[src/rtl/alu_arbiter_if.sv]
// Requester, shared-ALU and response signals of the two-requester ALU arbiter.
interface alu_arbiter_if;
    localparam int unsigned REQ_N  = 2;
    localparam int unsigned OP_W   = 4;
    localparam int unsigned SRC_W  = 2;
    localparam int unsigned DATA_W = 8;

    logic [REQ_N-1:0]  req_valid;
    logic [OP_W-1:0]   req_op0;
    logic [OP_W-1:0]   req_op1;
    logic [SRC_W-1:0]  req_src0;
    logic [SRC_W-1:0]  req_src1;
    logic [REQ_N-1:0]  req_ready;
    logic [OP_W-1:0]   alu_op;
    logic [SRC_W-1:0]  alu_src;
    logic [DATA_W-1:0] alu_out;
    logic              rsp_valid;
    logic              rsp_id;
    logic [DATA_W-1:0] rsp_data;
    logic              rsp_ready;
    logic              busy;

    // Arbiter side.
    modport slave (
        input  req_valid, req_op0, req_op1, req_src0, req_src1, alu_out, rsp_ready,
        output req_ready, alu_op, alu_src, rsp_valid, rsp_id, rsp_data, busy
    );

    // Requester / ALU / consumer side.
    modport master (
        output req_valid, req_op0, req_op1, req_src0, req_src1, alu_out, rsp_ready,
        input  req_ready, alu_op, alu_src, rsp_valid, rsp_id, rsp_data, busy
    );
endinterface

[src/rtl/alu_arbiter.sv]
// Round-robin arbiter sharing one ALU between two requesters.
// One operation in flight: IDLE (grant) -> EXEC (ALU settles) -> RESP (hold until taken).
module alu_arbiter #(
    parameter logic RR_INIT = 1'b0
) (
    input logic         clock,
    input logic         reset,
    alu_arbiter_if.slave bus
);

    typedef enum logic [1:0] {
        IDLE = 2'd0,
        EXEC = 2'd1,
        RESP = 2'd2
    } state_t;

    state_t     state_q;
    state_t     state_d;
    logic       ptr_q;
    logic [1:0] grant_c;
    logic       grant_id;
    logic       accept;
    logic       rsp_done;

    // Grant selection and next-state decode.
    always_comb begin
        grant_c  = 2'b00;
        grant_id = 1'b0;
        state_d  = state_q;
        if ((state_q == IDLE) && !reset) begin
            case (bus.req_valid)
                2'b01: begin
                    grant_c  = 2'b01;
                    grant_id = 1'b0;
                end
                2'b10: begin
                    grant_c  = 2'b10;
                    grant_id = 1'b1;
                end
                2'b11: begin
                    grant_c  = ptr_q ? 2'b10 : 2'b01;
                    grant_id = ptr_q;
                end
                default: begin
                    grant_c  = 2'b00;
                    grant_id = 1'b0;
                end
            endcase
        end
        case (state_q)
            IDLE:    if (|grant_c) state_d = EXEC;
            EXEC:    state_d = RESP;
            RESP:    if (bus.rsp_ready) state_d = IDLE;
            default: state_d = IDLE;
        endcase
    end

    assign accept        = |(bus.req_valid & grant_c);
    assign rsp_done      = (state_q == RESP) && bus.rsp_ready;
    assign bus.req_ready = grant_c;
    assign bus.rsp_valid = (state_q == RESP);
    assign bus.busy      = (state_q != IDLE);

    // State, priority pointer and datapath registers.
    always_ff @(posedge clock) begin
        if (reset) begin
            state_q      <= IDLE;
            ptr_q        <= RR_INIT;
            bus.alu_op   <= '0;
            bus.alu_src  <= '0;
            bus.rsp_id   <= 1'b0;
            bus.rsp_data <= '0;
        end else begin
            state_q <= state_d;
            if (accept) begin
                bus.alu_op  <= grant_id ? bus.req_op1 : bus.req_op0;
                bus.alu_src <= grant_id ? bus.req_src1 : bus.req_src0;
                bus.rsp_id  <= grant_id;
            end
            if (state_q == EXEC) begin
                bus.rsp_data <= bus.alu_out;
            end
            if (rsp_done) begin
                ptr_q <= ~bus.rsp_id;
            end
        end
    end

endmodule

[src/flat_wrapper.sv]
// flat-port wrapper written by rule: the top's interface ports become plain ports
module alu_arbiter_flat 
#(
    parameter logic RR_INIT = 1'b0
)
  (clock, reset, bus_req_valid, bus_req_op0, bus_req_op1, bus_req_src0, bus_req_src1, bus_alu_out, bus_rsp_ready, bus_req_ready, bus_alu_op, bus_alu_src, bus_rsp_valid, bus_rsp_id, bus_rsp_data, bus_busy);
  alu_arbiter_if bus_i ();
  input logic clock;
  input logic reset;
  input wire logic [$bits(bus_i.req_valid)-1:0] bus_req_valid;
  input wire logic [$bits(bus_i.req_op0)-1:0] bus_req_op0;
  input wire logic [$bits(bus_i.req_op1)-1:0] bus_req_op1;
  input wire logic [$bits(bus_i.req_src0)-1:0] bus_req_src0;
  input wire logic [$bits(bus_i.req_src1)-1:0] bus_req_src1;
  input wire logic [$bits(bus_i.alu_out)-1:0] bus_alu_out;
  input wire logic [$bits(bus_i.rsp_ready)-1:0] bus_rsp_ready;
  output wire logic [$bits(bus_i.req_ready)-1:0] bus_req_ready;
  output wire logic [$bits(bus_i.alu_op)-1:0] bus_alu_op;
  output wire logic [$bits(bus_i.alu_src)-1:0] bus_alu_src;
  output wire logic [$bits(bus_i.rsp_valid)-1:0] bus_rsp_valid;
  output wire logic [$bits(bus_i.rsp_id)-1:0] bus_rsp_id;
  output wire logic [$bits(bus_i.rsp_data)-1:0] bus_rsp_data;
  output wire logic [$bits(bus_i.busy)-1:0] bus_busy;
  assign bus_i.req_valid = bus_req_valid;
  assign bus_i.req_op0 = bus_req_op0;
  assign bus_i.req_op1 = bus_req_op1;
  assign bus_i.req_src0 = bus_req_src0;
  assign bus_i.req_src1 = bus_req_src1;
  assign bus_i.alu_out = bus_alu_out;
  assign bus_i.rsp_ready = bus_rsp_ready;
  assign bus_req_ready = bus_i.req_ready;
  assign bus_alu_op = bus_i.alu_op;
  assign bus_alu_src = bus_i.alu_src;
  assign bus_rsp_valid = bus_i.rsp_valid;
  assign bus_rsp_id = bus_i.rsp_id;
  assign bus_rsp_data = bus_i.rsp_data;
  assign bus_busy = bus_i.busy;
  alu_arbiter #(.RR_INIT(RR_INIT)) u_core (.clock(clock), .reset(reset), .bus(bus_i));
endmodule
[config.mk]
export PLATFORM = sky130hd
export DESIGN_NAME = alu_arbiter_flat
export DESIGN_NICKNAME = d
export VERILOG_FILES = /design/src/rtl/alu_arbiter_if.sv /design/src/rtl/alu_arbiter.sv /design/src/flat_wrapper.sv
export SDC_FILE = /design/constraint.sdc
export NUM_CORES = 1
export LEC_CHECK = 0
export ABC_AREA = 0
export BUFFER_PORTS_ARGS = -buffer_cell sky130_fd_sc_hd__buf_2
export CORE_MARGIN = 2
export CORE_UTILIZATION = 39
export CTS_CLUSTER_SIZE = 16
export DETAILED_ROUTE_END_ITERATION = 16
export GPL_TIMING_DRIVEN = 0
export HOLD_SLACK_MARGIN = 0.1
export PLACE_DENSITY = 0.7
export SLEW_MARGIN = 20
export SYNTH_ARGS = -nofsm -noshare
export SYNTH_HDL_FRONTEND = slang
export SYNTH_SLANG_ARGS = --single-unit
[constraint.sdc]
create_clock -name clock -period 1.2 [get_ports clock]
set_input_delay 0.24 -clock clock [delete_from_list [all_inputs] [get_ports clock]]
set_output_delay 0.24 -clock clock [all_outputs]
set_load 0.005 [all_outputs]
==> reports/qor.yml, run 1 <==
slew_viol_final: 0
grt_pass1_vias: 881
wl_per_cell_um: 12.7
wirelength_um: 2250
dr.pass1.iters: 2
critPathRequiredTime_ns: 1.37
leakage_uw: 0.000570
synth.distinct_cells: 21
timing.hold.ws_ns: 0.153
critPathKind: "flip-flop to flip-flop"
critPathBufInv: 3
synth_edf_count: 0
grt_pass1_wl_um: 3640
avgViaCountPerCell: 5.01
final_hold_viol_count: 0
synth-async-reset-ratio_pct: 0
rows: 16
htree_levels: 1
die_w_um: 49.9
area_growth_pct: 54.9
drive_above_1_share_pct: 58.0
cts_buffers: 3
ir_worst_vdd_uv: 640
cts.path.max_buffers: 2
synth-main-ff-cell: "dfxtp_1"
io_buffers: 42
core_um2: 1980
dpl.hpwl_um: 1410
max_cap_violations: 0
synth-seq-cells: 18
post-synth-top-count-cell: "dfxtp_1"
synth_top_family_by_area: "simple AND/OR/NAND/NOR gates"
dieArea_um2: 2490
cts_sinks: 18
cp_max_fo: 6
synth-adder-area-share_pct: 0
cts_tree: "yes"
tightestPinTransition_ns: 0.574
pin_count: 44
synth_warnings: 0
crit_top_cell: "buf_6"
num_vias: 887
synth_area_um2: 821
end_kind: "flip-flop"
slowest_delay_ns: 0.38
track_usage_pct: 19.0
setup_violations: 20
yosys.area_share.simple_pct: 37.0
synthTopCellsByArea: "dfxtp_1 (44%), nor4b_2 (11%), a21oi_1 (9.8%)"
post-route-period-util_pct: 132
worstSetupStartpointType: "flip-flop"
clkSlewWorstSetupHoldPaths_ns: 0.10
initial_utilization_pct: 41.4
synth_top_area_share_pct: 43.9
max_freq_mhz: 630
synthTopCellsByCount: "dfxtp_1 (18), a21oi_1 (16), nand2_1 (16)"
cts_root_buf: "clkbuf_4"
status: "finished with violations"
place_congestion: 0.719
slowest_stage: "or3_4"
ant_nets: 0
tns_ns: -4.52
drcViolationCount: 0
violations: "negative setup slack"
worstPathCellList: "or3_4 -> buf_4 -> buf_6 -> buf_6 -> nor4b_2 -> nor4_1"
hold_class: "input port to flip-flop"
cp_data_arrival_time_ns: 1.76
p_per_area_nw_per_um2: 1090
synthMuxAreaShare_pct: 1.22
yosysSeqAreaShare_pct: 43.9
synth_compound_area_share_pct: 11.9
grt_antenna_before_repair: 0
drt_iter0_drc: 4
relSlewSlack_pct: 61.7
grt_max_degree: 11
setup_ws_ns: -0.388
rsz0062_at_grt: "yes"
fp.dieH_um: 49.9
syn-num-nets: 119
clock_skew_ns: 0.00633
netlist_instances: 94
synth-xor-area-share_pct: 0
min_period_ns: 1.59
insertion_delay_ns: 0.28
path_delay_family: "simple AND/OR/NAND/NOR gates"
antennaDiodeCount: 0
grt-ovfl-total: 0
synth_area_leader_cell: "dfxtp_1"
r2r_slack_ns: -0.39
final_nets: 177
avgSynthCellArea_um2: 8.73
[worst paths after layout]
| path | from | to | cells after the start |
|---|---|---|---|
| setup reg to reg | u_core.state_q[1] | u_core.bus.alu_op[2] | 6 |
| hold / removal | reset | u_core.bus.rsp_data[3] | 2 |
| setup / recovery | u_core.state_q[1] | u_core.bus.alu_op[2] | 6 |
| hold reg to reg | u_core.bus.rsp_data[3] | u_core.bus.rsp_data[3] | 2 |
[flip-flops by register name, summed over array words and instances, names as in the netlist]
name                 flops
u_core.ptr_q             1
u_core.bus.rsp_id        1
u_core.bus.alu_op        4
u_core.bus.rsp_data      8
u_core.state_q           2
u_core.bus.alu_src       2
[cell families (layout without fill, tap and decap cells)]
family,after synthesis,count (layout)
AOI/OAI and AO/OA,18,18
buffers and inverters,9,65
DFF,18,18
muxes,1,1
and+or+nand+nor,48,48
[through the flow]
step | setup WS [ns] | std cells | instance area (um^2) | util (%) | total power, uW
4_1_cts | -0.435 | 177 | 1230 | 62.1 | 1370
3_5_place_dp | -0.172 | 163 | 1070 | 54.0 | 996
3_3_place_gp | -0.174 | 163 | 1070 | 54.0 | 988
6_report | -0.388 | 177 | 1270 | 64.1 | 1390
5_1_grt | -0.431 | 177 | 1270 | 64.1 | 1480
2_1_floorplan | -0.0482 | 94 | 827 | - | 867
[cell usage in the layout (no fill, tap or decap), types with 2 or more instances in the layout]
master	count
buf_6	7
clkbuf_1	2
nand2_2	5
clkbuf_4	3
buf_2	41
nor2_1	2
nor4b_2	5
dfxtp_1	16
a21oi_2	6
nor3_1	6
nor4_1	6
nand2_1	11
clkbuf_2	2
nor2b_1	3
a21oi_1	10
buf_4	8
nand2b_1	2
nand3b_1	2
[routing by layer]
| metal | routed length (um) | share of wire (%) | vias to the layer above | track usage, % |
|---|---|---|---|---|
| met2 | 1110 | 49 | 33 | 31.8 |
| met5 | 0 | 0 | - | 0 |
| met1 | 962 | 43 | 408 | 22.6 |
| met3 | 154 | 6.8 | 2 | 3.64 |
| li1 | - | - | 444 | - |
| met4 | 25 | 1.1 | 0 | 10.6 |
[final cells by class]
cell class	count	area, um^2
Sequential cell	18	365
Inverter	2	10.0
Timing Repair Buffer	54	325
Clock buffer	3	22.5
Fill cell	172	711
Multi-Input combinational cell	67	478
Tap cell	27	33.8
Buffer	6	36.3
[power by group]
part           internal (uW)  leakage [uW]  switching, uW
registers                650      0.000149           28.5
clock network            116     0.0000138            170
logic                    221      0.000407            201
[worst reg2reg max path, cell delays in order (launching register included)]
cell and delay, ns:
dfxtp_4 0.35, or3_4 0.38, buf_4 0.15, buf_6 0.11, buf_6 0.13, nor4b_2 0.27, nor4_1 0.08
[repair_timing]
item / 4_1_cts / 5_1_grt
buffers inserted: 11 / 3
hold buffers: 0 / 0
pin swaps: 5 / 7
gates resized for setup: 17 / 16
setup endpoints to repair: 11 / 22
Power figures use the tool's default switching activity.
==> inputs of run 2 (changes only) <==
Settings changed: SKIP_LAST_GASP set to 1.
==> reports/qor.yml, run 2 (synthesis results as in run 1) <==
status: "finished with violations"
violations: "negative setup slack"
end_kind: "flip-flop"
die_w_um: 49.9
num_vias: 879
insertion_delay_ns: 0.28
post-route-period-util_pct: 132
cts_sinks: 18
grt_pass1_wl_um: 3640
cp.depth: 6
setup_violations: 20
ir_worst_vdd_uv: 640
wirelength_um: 2250
dr.pass1.iters: 2
dpl.hpwl_um: 1410
slowest_delay_ns: 0.38
drt_iter0_drc: 4
dr.max_layer_used: "met4"
final_common_cell: "buf_2"
setup_ws_ns: -0.388
startpoint: "u_core.state_q[1]"
cp_data_arrival_time_ns: 1.76
rsz0062_at_grt: "yes"
wl_met2_um: 1110
cts_buffers: 3
core_um2: 1980
grt_antenna_before_repair: 0
relSlewSlack_pct: 61.1
reg2reg_from: "u_core.state_q[1]"
ant_nets: 0
endpoint: "u_core.bus.alu_op[2]"
wl_per_cell_um: 12.8
area_growth_pct: 54.6
grt-ovfl-total: 0
antennaDiodeCount: 0
crit_top_cell: "buf_6"
max_cap_violations: 0
clock_skew_ns: 0.00702
cts.path.max_buffers: 2
largest_reg_flops: 8
p_per_area_nw_per_um2: 1090
wl_met3_um: 156
path_delay_family: "simple AND/OR/NAND/NOR gates"
clkSlewWorstSetupHoldPaths_ns: 0.10
grt_max_degree: 11
rows: 16
avgViaCountPerCell: 4.99
final_nets: 176
tightestPinTransition_ns: 0.584
initial_utilization_pct: 41.4
place_congestion: 0.719
wl_met1_um: 957
power.total_uw: 1380
layout_common_cells: "buf_2 (41), dfxtp_1 (16), nand2_1 (11)"
tns_ns: -4.51
cts-hold-fix-buffers: 0
worstPathCellList: "or3_4 -> buf_4 -> buf_6 -> buf_6 -> nor4b_2 -> nor4_1"
top_register: "u_core.bus.rsp_data"
min_period_ns: 1.59
r2r_end: "u_core.bus.alu_op[2]"
slowest_stage: "or3_4"
cp_max_fo: 6
grt_pass1_vias: 881
critPathBufInv: 3
final_hold_viol_count: 0
slew_viol_final: 0
hold_class: "input port to flip-flop"
cts_root_buf: "clkbuf_4"
io_buffers: 42
reg.largest.list: "u_core.bus.rsp_data (8), u_core.bus.alu_op (4)"
worstSetupStartpointType: "flip-flop"
critPathRequiredTime_ns: 1.37
max_freq_mhz: 630
r2r_slack_ns: -0.39
fp.dieH_um: 49.9
critPathKind: "flip-flop to flip-flop"
drive_above_1_share_pct: 58.4
fin_util_pct: 64.0
leakage_uw: 0.000566
htree_levels: 1
drcViolationCount: 0
reg2regPathDepth: 6
cts_tree: "yes"
track_usage_pct: 19.0
dieArea_um2: 2490
pin_count: 44
[run 2: changes by cell type in the layout (fill, tap and decap cells not counted)]
cell | previous run | this run
clkbuf_2 | 2 | 1
nand2b_2 | 0 | 1
nand2b_1 | 2 | 1
[run 2: final cells by class]
| class | count | area, um^2 |
|---|---|---|
| sequential | 18 | 365 |
| timing repair buffer | 54 | 325 |
| clock buffer | 3 | 22.5 |
| fill | 171 | 713 |
| buffer | 5 | 31.3 |
| tap | 27 | 33.8 |
| inverter | 2 | 10.0 |
| multi-input combinational | 67 | 480 |
[run 2: worst min-delay path by stage]
stage,startpoint,cells after the start,to
final,reset,2,u_core.bus.rsp_data[3]
after global routing,reset,2,u_core.bus.rsp_data[3]
after CTS,reset,2,u_core.bus.rsp_data[3]
after detailed placement,u_core.bus.rsp_data[2],2,u_core.bus.rsp_data[2]
after global placement,u_core.bus.rsp_data[5],2,u_core.bus.rsp_data[5]
after floorplan,bus_alu_out[3],2,u_core.bus.rsp_data[3]
[run 2: per-layer routing]
layer	vias up	GRT usage [%]
li1	442	-
met1	402	22.6
met2	33	31.8
met3	2	3.64
met4	0	10.6
met5	-	0
[run 2: per-stage QoR]
step | setup slack (ns) | cells | hold slack [ns] | area (um^2)
3_5_place_dp | -0.172 | 163 | 0.446 | 1070
6_report | -0.388 | 176 | 0.155 | 1270
4_1_cts | -0.435 | 177 | 0.151 | 1220
5_1_grt | -0.431 | 176 | 0.145 | 1270
3_3_place_gp | -0.174 | 163 | 0.439 | 1070
2_1_floorplan | -0.0482 | 94 | 0.373 | 827
[run 2: repair_timing]
action,4_1_cts,5_1_grt
cloned,0,0
resized for setup,14,21
pin swaps,5,9
buffers inserted,11,3
endpoints found under the setup margin,11,22
[run 2: power by group]
part | internal, uW | total, uW | switching, uW
sequential | 650 | 678 | 28.5
combinational | 220 | 421 | 201
clock | 116 | 284 | 167
total | 986 | 1380 | 397
[run 2: worst register-to-register path, stage by stage, from the launching register on]
cell and delay, ns:
dfxtp_4 0.35, or3_4 0.39, buf_4 0.15, buf_6 0.11
buf_6 0.13, nor4b_2 0.27, nor4_1 0.08
==> inputs of run 3 (changes only) <==
Settings changed: CTS_BUF_LIST set to sky130_fd_sc_hd__clkbuf_16.
==> reports/qor.yml, run 3 (synthesis results as in run 1) <==
status: "finished with violations"
violations: "negative setup slack"
final_nets: 176
io_buffers: 42
clkSlewWorstSetupHoldPaths_ns: 0.05
critPathKind: "flip-flop to output port"
layout_common_cells: "buf_2 (42), dfxtp_1 (16), buf_4 (11), nand2_1 (11), a21oi_1 (10)"
p_switching_uw: 426
critPathRequiredTime_ns: 0.96
post-route-period-util_pct: 125
max_cap_violations: 0
relSlewSlack_pct: 61.4
avgViaCountPerCell: 4.95
worstSetupStartpointType: "flip-flop"
p_comb_share_pct: 23.6
top_register: "u_core.bus.rsp_data"
drcViolationCount: 0
initial_utilization_pct: 41.4
num_vias: 872
dpl.hpwl_um: 1410
cp_max_fo: 3
cts_sinks: 18
wl_met3_um: 144
cts_root_buf: "clkbuf_16"
end_kind: "output port"
dieArea_um2: 2490
cts_buffers: 3
internal-power_uw: 1300
max_freq_mhz: 665
wirelength_um: 2250
timing.hold.ws_ns: 0.200
cts-hold-fix-buffers: 0
final_common_cell: "buf_2"
ant_nets: 0
wl_met1_um: 974
fp.dieH_um: 49.9
largest_reg_flops: 8
die_w_um: 49.9
p_sw_share_pct: 24.7
grt_max_degree: 11
area_growth_pct: 58.5
startpoint: "u_core.state_q[1]"
p_per_area_nw_per_um2: 1330
leakage_uw: 0.000582
wl_per_cell_um: 12.8
wl_met2_um: 1120
reg2reg_from: "u_core.state_q[1]"
drt_iter0_drc: 5
cts_tree: "yes"
slew_viol_final: 0
track_usage_pct: 17.9
clock_skew_ns: 0.00257
ir_worst_vdd_uv: 669
min_from: "reset"
dr.max_layer_used: "met4"
grt_pass1_wl_um: 3480
grt-ovfl-total: 0
pwr-share-seq_pct: 39.5
p_clk_share_pct: 36.8
tightestPinTransition_ns: 0.579
drive_above_1_share_pct: 58.4
place_congestion: 0.719
insertion_delay_ns: 0.24
grt_pass1_vias: 854
pin_count: 44
cp_data_arrival_time_ns: 1.26
htree_levels: 1
dr.pass1.iters: 4
dp_slack_ns: -0.172
antennaDiodeCount: 0
cts.path.max_buffers: 2
setup_ws_ns: -0.303
reg.largest.list: "u_core.bus.rsp_data (8), u_core.bus.alu_op (4)"
min_period_ns: 1.50
core_um2: 1980
rows: 16
fin_util_pct: 65.7
rsz0062_at_grt: "yes"
setup_violations: 18
grt_antenna_before_repair: 0
hold_class: "input port to flip-flop"
final_hold_viol_count: 0
-- run 3: stage by stage --
step / cell area (um^2) / std cells / TNS, ns / total power [uW]
2_1_floorplan: 827 / 94 / -0.338 / 867
3_3_place_gp: 1070 / 163 / -0.920 / 988
3_5_place_dp: 1070 / 163 / -1.03 / 996
4_1_cts: 1210 / 171 / -3.75 / 1680
5_1_grt: 1300 / 176 / -3.79 / 1820
6_report: 1300 / 176 / -2.65 / 1730
-- run 3: path summary, 6_finish.rpt --
path,endpoint,slack [ns],cells past startpoint
setup / recovery,bus_req_ready[1],-0.30,3
setup reg to reg,u_core.bus.alu_src[1],-0.25,5
hold / removal,u_core.bus.rsp_data[3],0.20,2
hold reg to reg,u_core.bus.rsp_data[3],0.45,2
-- run 3: power groups by stage --
| stage | logic, uW | clock network (uW) | registers [uW] |
|---|---|---|---|
| 2_1_floorplan | 170 | 0 | 697 |
| 3_3_place_gp | 296 | 0 | 692 |
| 3_5_place_dp | 303 | 0 | 693 |
| 4_1_cts | 341 | 654 | 681 |
| 5_1_grt | 447 | 682 | 689 |
| 6_report | 408 | 636 | 682 |
-- run 3: layout make-up --
type | count | area, um^2
timing repair buffer | 54 | 308
buffer | 5 | 31.3
sequential | 18 | 368
inverter | 2 | 10.0
multi-input combinational | 67 | 475
clock buffer | 3 | 75.1
tap | 27 | 33.8
fill | 164 | 681
-- run 3: timing repair --
action                     4_1_cts  5_1_grt
setup endpoints to repair       10       20
resized for setup                7       22
setup buffers                    5        7
pin swaps                        2        7
-- run 3: worst max-delay path: stages (launching register included) --
cell and delay, ns:
dfxtp_4 0.34, or3_4 0.39, nor3b_2 0.17, buf_2 0.13
-- run 3: layer usage --
metal / global-route usage [%] / vias to the layer above
met5: 0 / -
met4: 6.94 / 0
met3: 3.33 / 2
met2: 32.0 / 33
met1: 20.9 / 397
li1: - / 440
